[config.mk]
export PLATFORM = sky130hd
export DESIGN_NAME = irq_priority_controller
export DESIGN_NICKNAME = d
export VERILOG_FILES = /design/src/rtl/irq_priority_controller.sv
export SDC_FILE = /design/constraint.sdc
export NUM_CORES = 1
export LEC_CHECK = 0
export CORE_MARGIN = 2
export CORE_UTILIZATION = 40
export DETAILED_ROUTE_END_ITERATION = 7
export GPL_TIMING_DRIVEN = 0
export PLACE_DENSITY_LB_ADDON = 0.08
export SYNTH_ARGS = -nofsm -noshare
export SYNTH_HDL_FRONTEND = slang
export SYNTH_SLANG_ARGS = --single-unit
export TNS_END_PERCENT = 10
[constraint.sdc]
create_clock -name clk -period 1.9 [get_ports clk]
set_input_delay 0.19 -clock clk [delete_from_list [all_inputs] [get_ports clk]]
set_output_delay 0.19 -clock clk [all_outputs]
set_load 0.1 [all_outputs]
[src/rtl/irq_priority_controller.sv]
// Priority interrupt controller: edge-latched pending flags, software mask, in-service
// tracking and a registered irq/vector handshake. Define IRQ_NESTING_EN to allow preemption.
module irq_priority_controller #(
  parameter int         NUM_IRQ       = 8,
  parameter int         I_ADDR_WIDTH  = 10,
  parameter int         VECTOR_BASE   = 1,
  parameter int         VECTOR_STRIDE = 1,
  parameter logic [5:0] IMSK_ADDR     = 6'h3B,
  parameter logic [5:0] IFLG_ADDR     = 6'h3A,
  parameter logic [5:0] ISRV_ADDR     = 6'h39
) (
  input  logic                    clk,
  input  logic                    reset,
  input  logic [NUM_IRQ-1:0]      irq_lines,
  input  logic                    int_enable,
  output logic                    irq,
  output logic [I_ADDR_WIDTH-1:0] vector,
  input  logic                    ack,
  input  logic                    reti,
  input  logic [5:0]              io_addr,
  input  logic [7:0]              io_wdata,
  input  logic                    io_we,
  input  logic                    io_re,
  output logic [7:0]              io_rdata
);

  typedef enum logic {IDLE, REQ} state_t;

  state_t                  state;
  logic [NUM_IRQ-1:0]      prev;
  logic [NUM_IRQ-1:0]      pending;
  logic [NUM_IRQ-1:0]      mask;
  logic [NUM_IRQ-1:0]      inservice;
  logic [NUM_IRQ-1:0]      win_sel;

  logic [NUM_IRQ-1:0]      rise;
  logic [NUM_IRQ-1:0]      allow;
  logic [NUM_IRQ-1:0]      eligible;
  logic [NUM_IRQ-1:0]      winner;
  logic [NUM_IRQ-1:0]      isr_low;
  logic [NUM_IRQ-1:0]      pending_next;
  logic [NUM_IRQ-1:0]      inservice_next;
  logic                    win_found;
  logic [3:0]              win_num;
  logic [I_ADDR_WIDTH-1:0] win_vector;
  logic                    imsk_we;
  logic                    iflg_we;
  logic                    ack_take;

  assign rise     = irq_lines & ~prev;
  assign imsk_we  = io_we && (io_addr == IMSK_ADDR);
  assign iflg_we  = io_we && (io_addr == IFLG_ADDR);
  assign ack_take = (state == REQ) && ack;

`ifdef IRQ_NESTING_EN
  // Only channels strictly above the highest-priority in-service channel may preempt.
  always_comb begin : nest_allow
    logic blocked;
    blocked = 1'b0;
    allow   = '0;
    for (int i = 0; i < NUM_IRQ; i++) begin
      blocked  = blocked | inservice[i];
      allow[i] = ~blocked;
    end
  end
`else
  assign allow = (|inservice) ? '0 : '1;
`endif

  assign eligible = pending & mask & allow;

  // Descending scans so the lowest index is the final assignment.
  always_comb begin
    win_found = 1'b0;
    winner    = '0;
    win_num   = '0;
    isr_low   = '0;
    for (int i = NUM_IRQ - 1; i >= 0; i--) begin
      if (eligible[i]) begin
        winner    = '0;
        winner[i] = 1'b1;
        win_num   = 4'(i);
        win_found = 1'b1;
      end
      if (inservice[i]) begin
        isr_low    = '0;
        isr_low[i] = 1'b1;
      end
    end
  end

  assign win_vector = I_ADDR_WIDTH'(VECTOR_BASE + int'(win_num) * VECTOR_STRIDE);

  // A fresh rising edge is applied last so it survives a same-cycle clear.
  always_comb begin
    pending_next = pending;
    if (iflg_we)
      pending_next = pending_next & ~io_wdata[NUM_IRQ-1:0];
    if (ack_take)
      pending_next = pending_next & ~win_sel;
    pending_next = pending_next | rise;

    inservice_next = inservice;
    if (reti)
      inservice_next = inservice_next & ~isr_low;
    if (ack_take)
      inservice_next = inservice_next | win_sel;
  end

  always_comb begin
    io_rdata = '0;
    if (io_re) begin
      if (io_addr == IMSK_ADDR)      io_rdata = 8'(mask);
      else if (io_addr == IFLG_ADDR) io_rdata = 8'(pending);
      else if (io_addr == ISRV_ADDR) io_rdata = 8'(inservice);
    end
  end

  always_ff @(posedge clk or posedge reset) begin
    if (reset) begin
      state     <= IDLE;
      prev      <= '0;
      pending   <= '0;
      mask      <= '0;
      inservice <= '0;
      win_sel   <= '0;
      irq       <= 1'b0;
      vector    <= '0;
    end else begin
      prev      <= irq_lines;
      pending   <= pending_next;
      inservice <= inservice_next;
      if (imsk_we)
        mask <= io_wdata[NUM_IRQ-1:0];
      case (state)
        IDLE: begin
          if (int_enable && win_found) begin
            irq     <= 1'b1;
            win_sel <= winner;
            vector  <= win_vector;
            state   <= REQ;
          end
        end
        REQ: begin
          if (ack || !int_enable) begin
            irq   <= 1'b0;
            state <= IDLE;
          end
        end
        default: state <= IDLE;
      endcase
    end
  end

endmodule
==> flow_metrics.env <==
export IMPL_synth_main_ff_cell="dfrtp_1"
export IMPL_die_w_um=77.12
export IMPL_multi_input_area_um2=1032
export IMPL_wire_length_of_the_first_global_routing_pass_mm=9.225
export IMPL_synthesis_instances=216
export IMPL_maxCapViolCount=0
export IMPL_critPathLaunch="inservice[2]"
export IMPL_global_route_usage_met2=0.3246
export IMPL_synth_edff_count=0
export IMPL_worstHoldPathType="in -> async"
export IMPL_timing_critical_path_to_type="flip-flop"
export IMPL_synth_area_top_cells="dfrtp_1, nand2_1, mux2_2, a32o_1, a21boi_0"
export IMPL_mappedNetlistArea_um2=2138
export IMPL_number_of_vias_in_the_routed_layout=1855
export IMPL_worst_ir_drop_vdd_v=0.0005847
export IMPL_grt_antenna_before_repair=0
export IMPL_power_switching_share=0.4272
export IMPL_detailedRoute_firstIterationViolations=154
export IMPL_fmaxAchievable_ghz=0.5336
export IMPL_drt_first_pass_iters=4
export IMPL_p_clk_frac=0.168
export IMPL_report_final_hold_viol_count=0
export IMPL_critPathRequiredTime_ps=2130
export IMPL_totalWireLength_mm=5.612
export IMPL_number_of_clock_sinks_seen_by_cts=46
export IMPL_finalCoreUtilization=0.5947
export IMPL_grt_start_max_net_pins=25
export IMPL_p_comb_frac=0.415
export IMPL_num_antenna_cells=0
export IMPL_preCtsSetupSlack_ps=-1236
export IMPL_syn_avg_cell_area_um2=9.900
export IMPL_drc=0
export IMPL_syn2layout_area_growth_pct=42.95
export IMPL_first_global_vias=1823
export IMPL_worstMarginPinSlew_ps=950.6
export IMPL_synthTopCellsByCount="nand2_1, dfrtp_1, inv_1, o21ai_0"
export IMPL_dpl_instance_area_um2=2720
export IMPL_status="completed"
export IMPL_count_of_port_buffers_added_during_placement=41
export IMPL_io_pins=48
export IMPL_synth_largest_area_cell="dfrtp_1"
export IMPL_grt_setup_unrepaired="yes"
export IMPL_cts_hold_buffers_added=0
export IMPL_row_count=26
export IMPL_post_synth_top_count_cell="nand2_1"
export IMPL_clk_path_buf_depth=2
export IMPL_clk_transition_reported_paths_ps=80
export IMPL_number_of_register_bits_inferred_by_synthesis=46
export IMPL_worst_setup_path_type="reg -> reg"
export IMPL_synth_top_cell_area_share=0.5383
export IMPL_root_buffer="clkbuf_8"
export IMPL_period_minus_slack_ps=1874
export IMPL_worst_endpoint_arrival_ps=2110
export IMPL_total_leakage_power_nw=1.344
export IMPL_grt_usage=0.1988
export IMPL_gr_usage_met3=0.02824
export IMPL_die_height_um=77.12
export IMPL_power_density_nw_per_um2=1093
export IMPL_met1_usage=0.2743
export IMPL_power_share_sequential=0.417
export IMPL_slew_headroom=0.3688
export IMPL_internal_power_of_the_cells_mw=1.913
export IMPL_layout_worst_path_cycle_share=0.9863
export IMPL_cts_tree="yes"
export IMPL_insertion_delay_ps=300
export IMPL_post_route_cell_area_um2=3057
export IMPL_detail_route_vias_per_cell=5.361
export IMPL_critical_path_reg2reg_startpoint="inservice[2]"
export IMPL_ys_seq_area_frac=0.5383
export IMPL_floorplan_core_area_um2=5140
export IMPL_layout_area_seq_um2=1155
export IMPL_hold_ws_ps=255.9
export IMPL_grt_busiest_layer="met2"
export IMPL_dpl_hpwl_mm=3.906
export IMPL_final_layout_size_suffix_gt1_frac=0.2645
export IMPL_htree_levels=2
export IMPL_final_fill_count=469
export IMPL_total_switching_power_mw=1.427
export IMPL_final_antenna_net_count=0
export IMPL_postSynth_asyncResetShare=1.000
export IMPL_initial_utilization=0.4160
export IMPL_setup_ws_ps=26.01
export IMPL_cts_buffers_inserted=5
export IMPL_fin_skew_ps=6.344
export IMPL_wl_per_cell_um=16.22
export IMPL_gp_congestion=0.8687
export IMPL_design_die_area_um2=5947
export IMPL_crit_path_start_kind="flip-flop"
export IMPL_worst_path_max_fanout=6
export IMPL_grt_ovfl_total=0
export IMPL_synth_warning_count=0
export IMPL_final_max_slew_violation_count=0
export IMPL_synth_cell_types=36
export IMPL_number_of_nets_in_the_layout=305
export IMPL_finalSetupViolCount=0
## power groups by stage
stage                     logic [mW]  registers, mW  clock network (mW)
after CTS                       1.27           1.38               0.577
after global placement          1.26           1.39                   0
after detailed placement        1.28           1.39                   0
after global routing            1.48           1.42               0.613
after floorplan                0.606           1.68                   0
final                           1.39           1.39               0.560
## worst max-delay path, cell delays in order, from the launching register on
cell and delay (ps):
dfrtp_1 460, nor3_2 230, nand3_2 140, nand3b_1 340
or4_1 540, nand2_1 100
## kinds of logic after synthesis
logic type / Yosys count / share of synthesized area
other: 1 / 0.001754
and+or+nand+nor: 87 / 0.1814
muxes: 8 / 0.04213
DFF: 46 / 0.5383
AOI/OAI and AO/OA: 51 / 0.1832
buffers and inverters: 23 / 0.05325
## flip-flops by register name, indices dropped and copies added, names as in the netlist
signal	count
inservice	8
mask	8
win_sel	8
state	1
irq	1
vector	4
pending	8
prev	8
## placed cells by master (no fill, tap or decap), types with 3 or more instances in the layout
| master | instances |
|---|---|
| buf_6 | 5 |
| conb_1 | 6 |
| dlygate4sd2_1 | 7 |
| a22oi_2 | 7 |
| nor2_1 | 4 |
| a21boi_2 | 6 |
| clkbuf_1 | 3 |
| inv_1 | 10 |
| o21ai_0 | 10 |
| clkdlybuf4s50_1 | 24 |
| mux2_2 | 8 |
| dfrtp_2 | 3 |
| o31ai_1 | 5 |
| nand2_2 | 7 |
| nand3_1 | 5 |
| a32o_1 | 8 |
| clkbuf_8 | 5 |
| buf_4 | 9 |
| nand2_1 | 52 |
| dfrtp_1 | 43 |
| buf_12 | 7 |
## metrics by stage
stage | std cells | power (mW) | TNS, ps
after global placement | 332 | 2.643 | -29600
after CTS | 342 | 3.226 | -60.47
after floorplan | 221 | 2.284 | -555.1
final | 346 | 3.340 | 0
after detailed placement | 333 | 2.670 | -14860
after global routing | 346 | 3.521 | -336.1
## metal layers
metal,routed length [um],part of all wire
met2,2767,0.49
met1,2511,0.45
met3,261,0.047
met5,0,0
met4,72,0.013
## path summary, 6_finish.rpt
kind                                    to  slack, ps  cells past startpoint
worst max register to register  win_sel[7]         30                      5
max in group asynchronous       pending[6]       1140                      3
worst min-delay path            pending[3]        260                      2
min in group clk                   prev[7]        360                      1
worst max-delay path            win_sel[7]         30                      5
worst min register to register         irq        460                      1
## final cells by class
type / instances / share of cell area
Inverter: 11 / 0.01351
Multi-Input combinational cell: 152 / 0.3377
Clock buffer: 7 / 0.02497
Sequential cell: 46 / 0.3778
Timing Repair Buffer: 48 / 0.1862
Buffer: 12 / 0.03111
Tap cell: 70 / 0.02865
## timing repair
item / CTS / global route
pin swaps: 13 / 16
setup buffers: 1 / 3
endpoints found under the setup margin: 32 / 20
gates resized for setup: 90 / 28
cloned: 1 / 1
No activity file was read; power rests on OpenSTA's default activity.
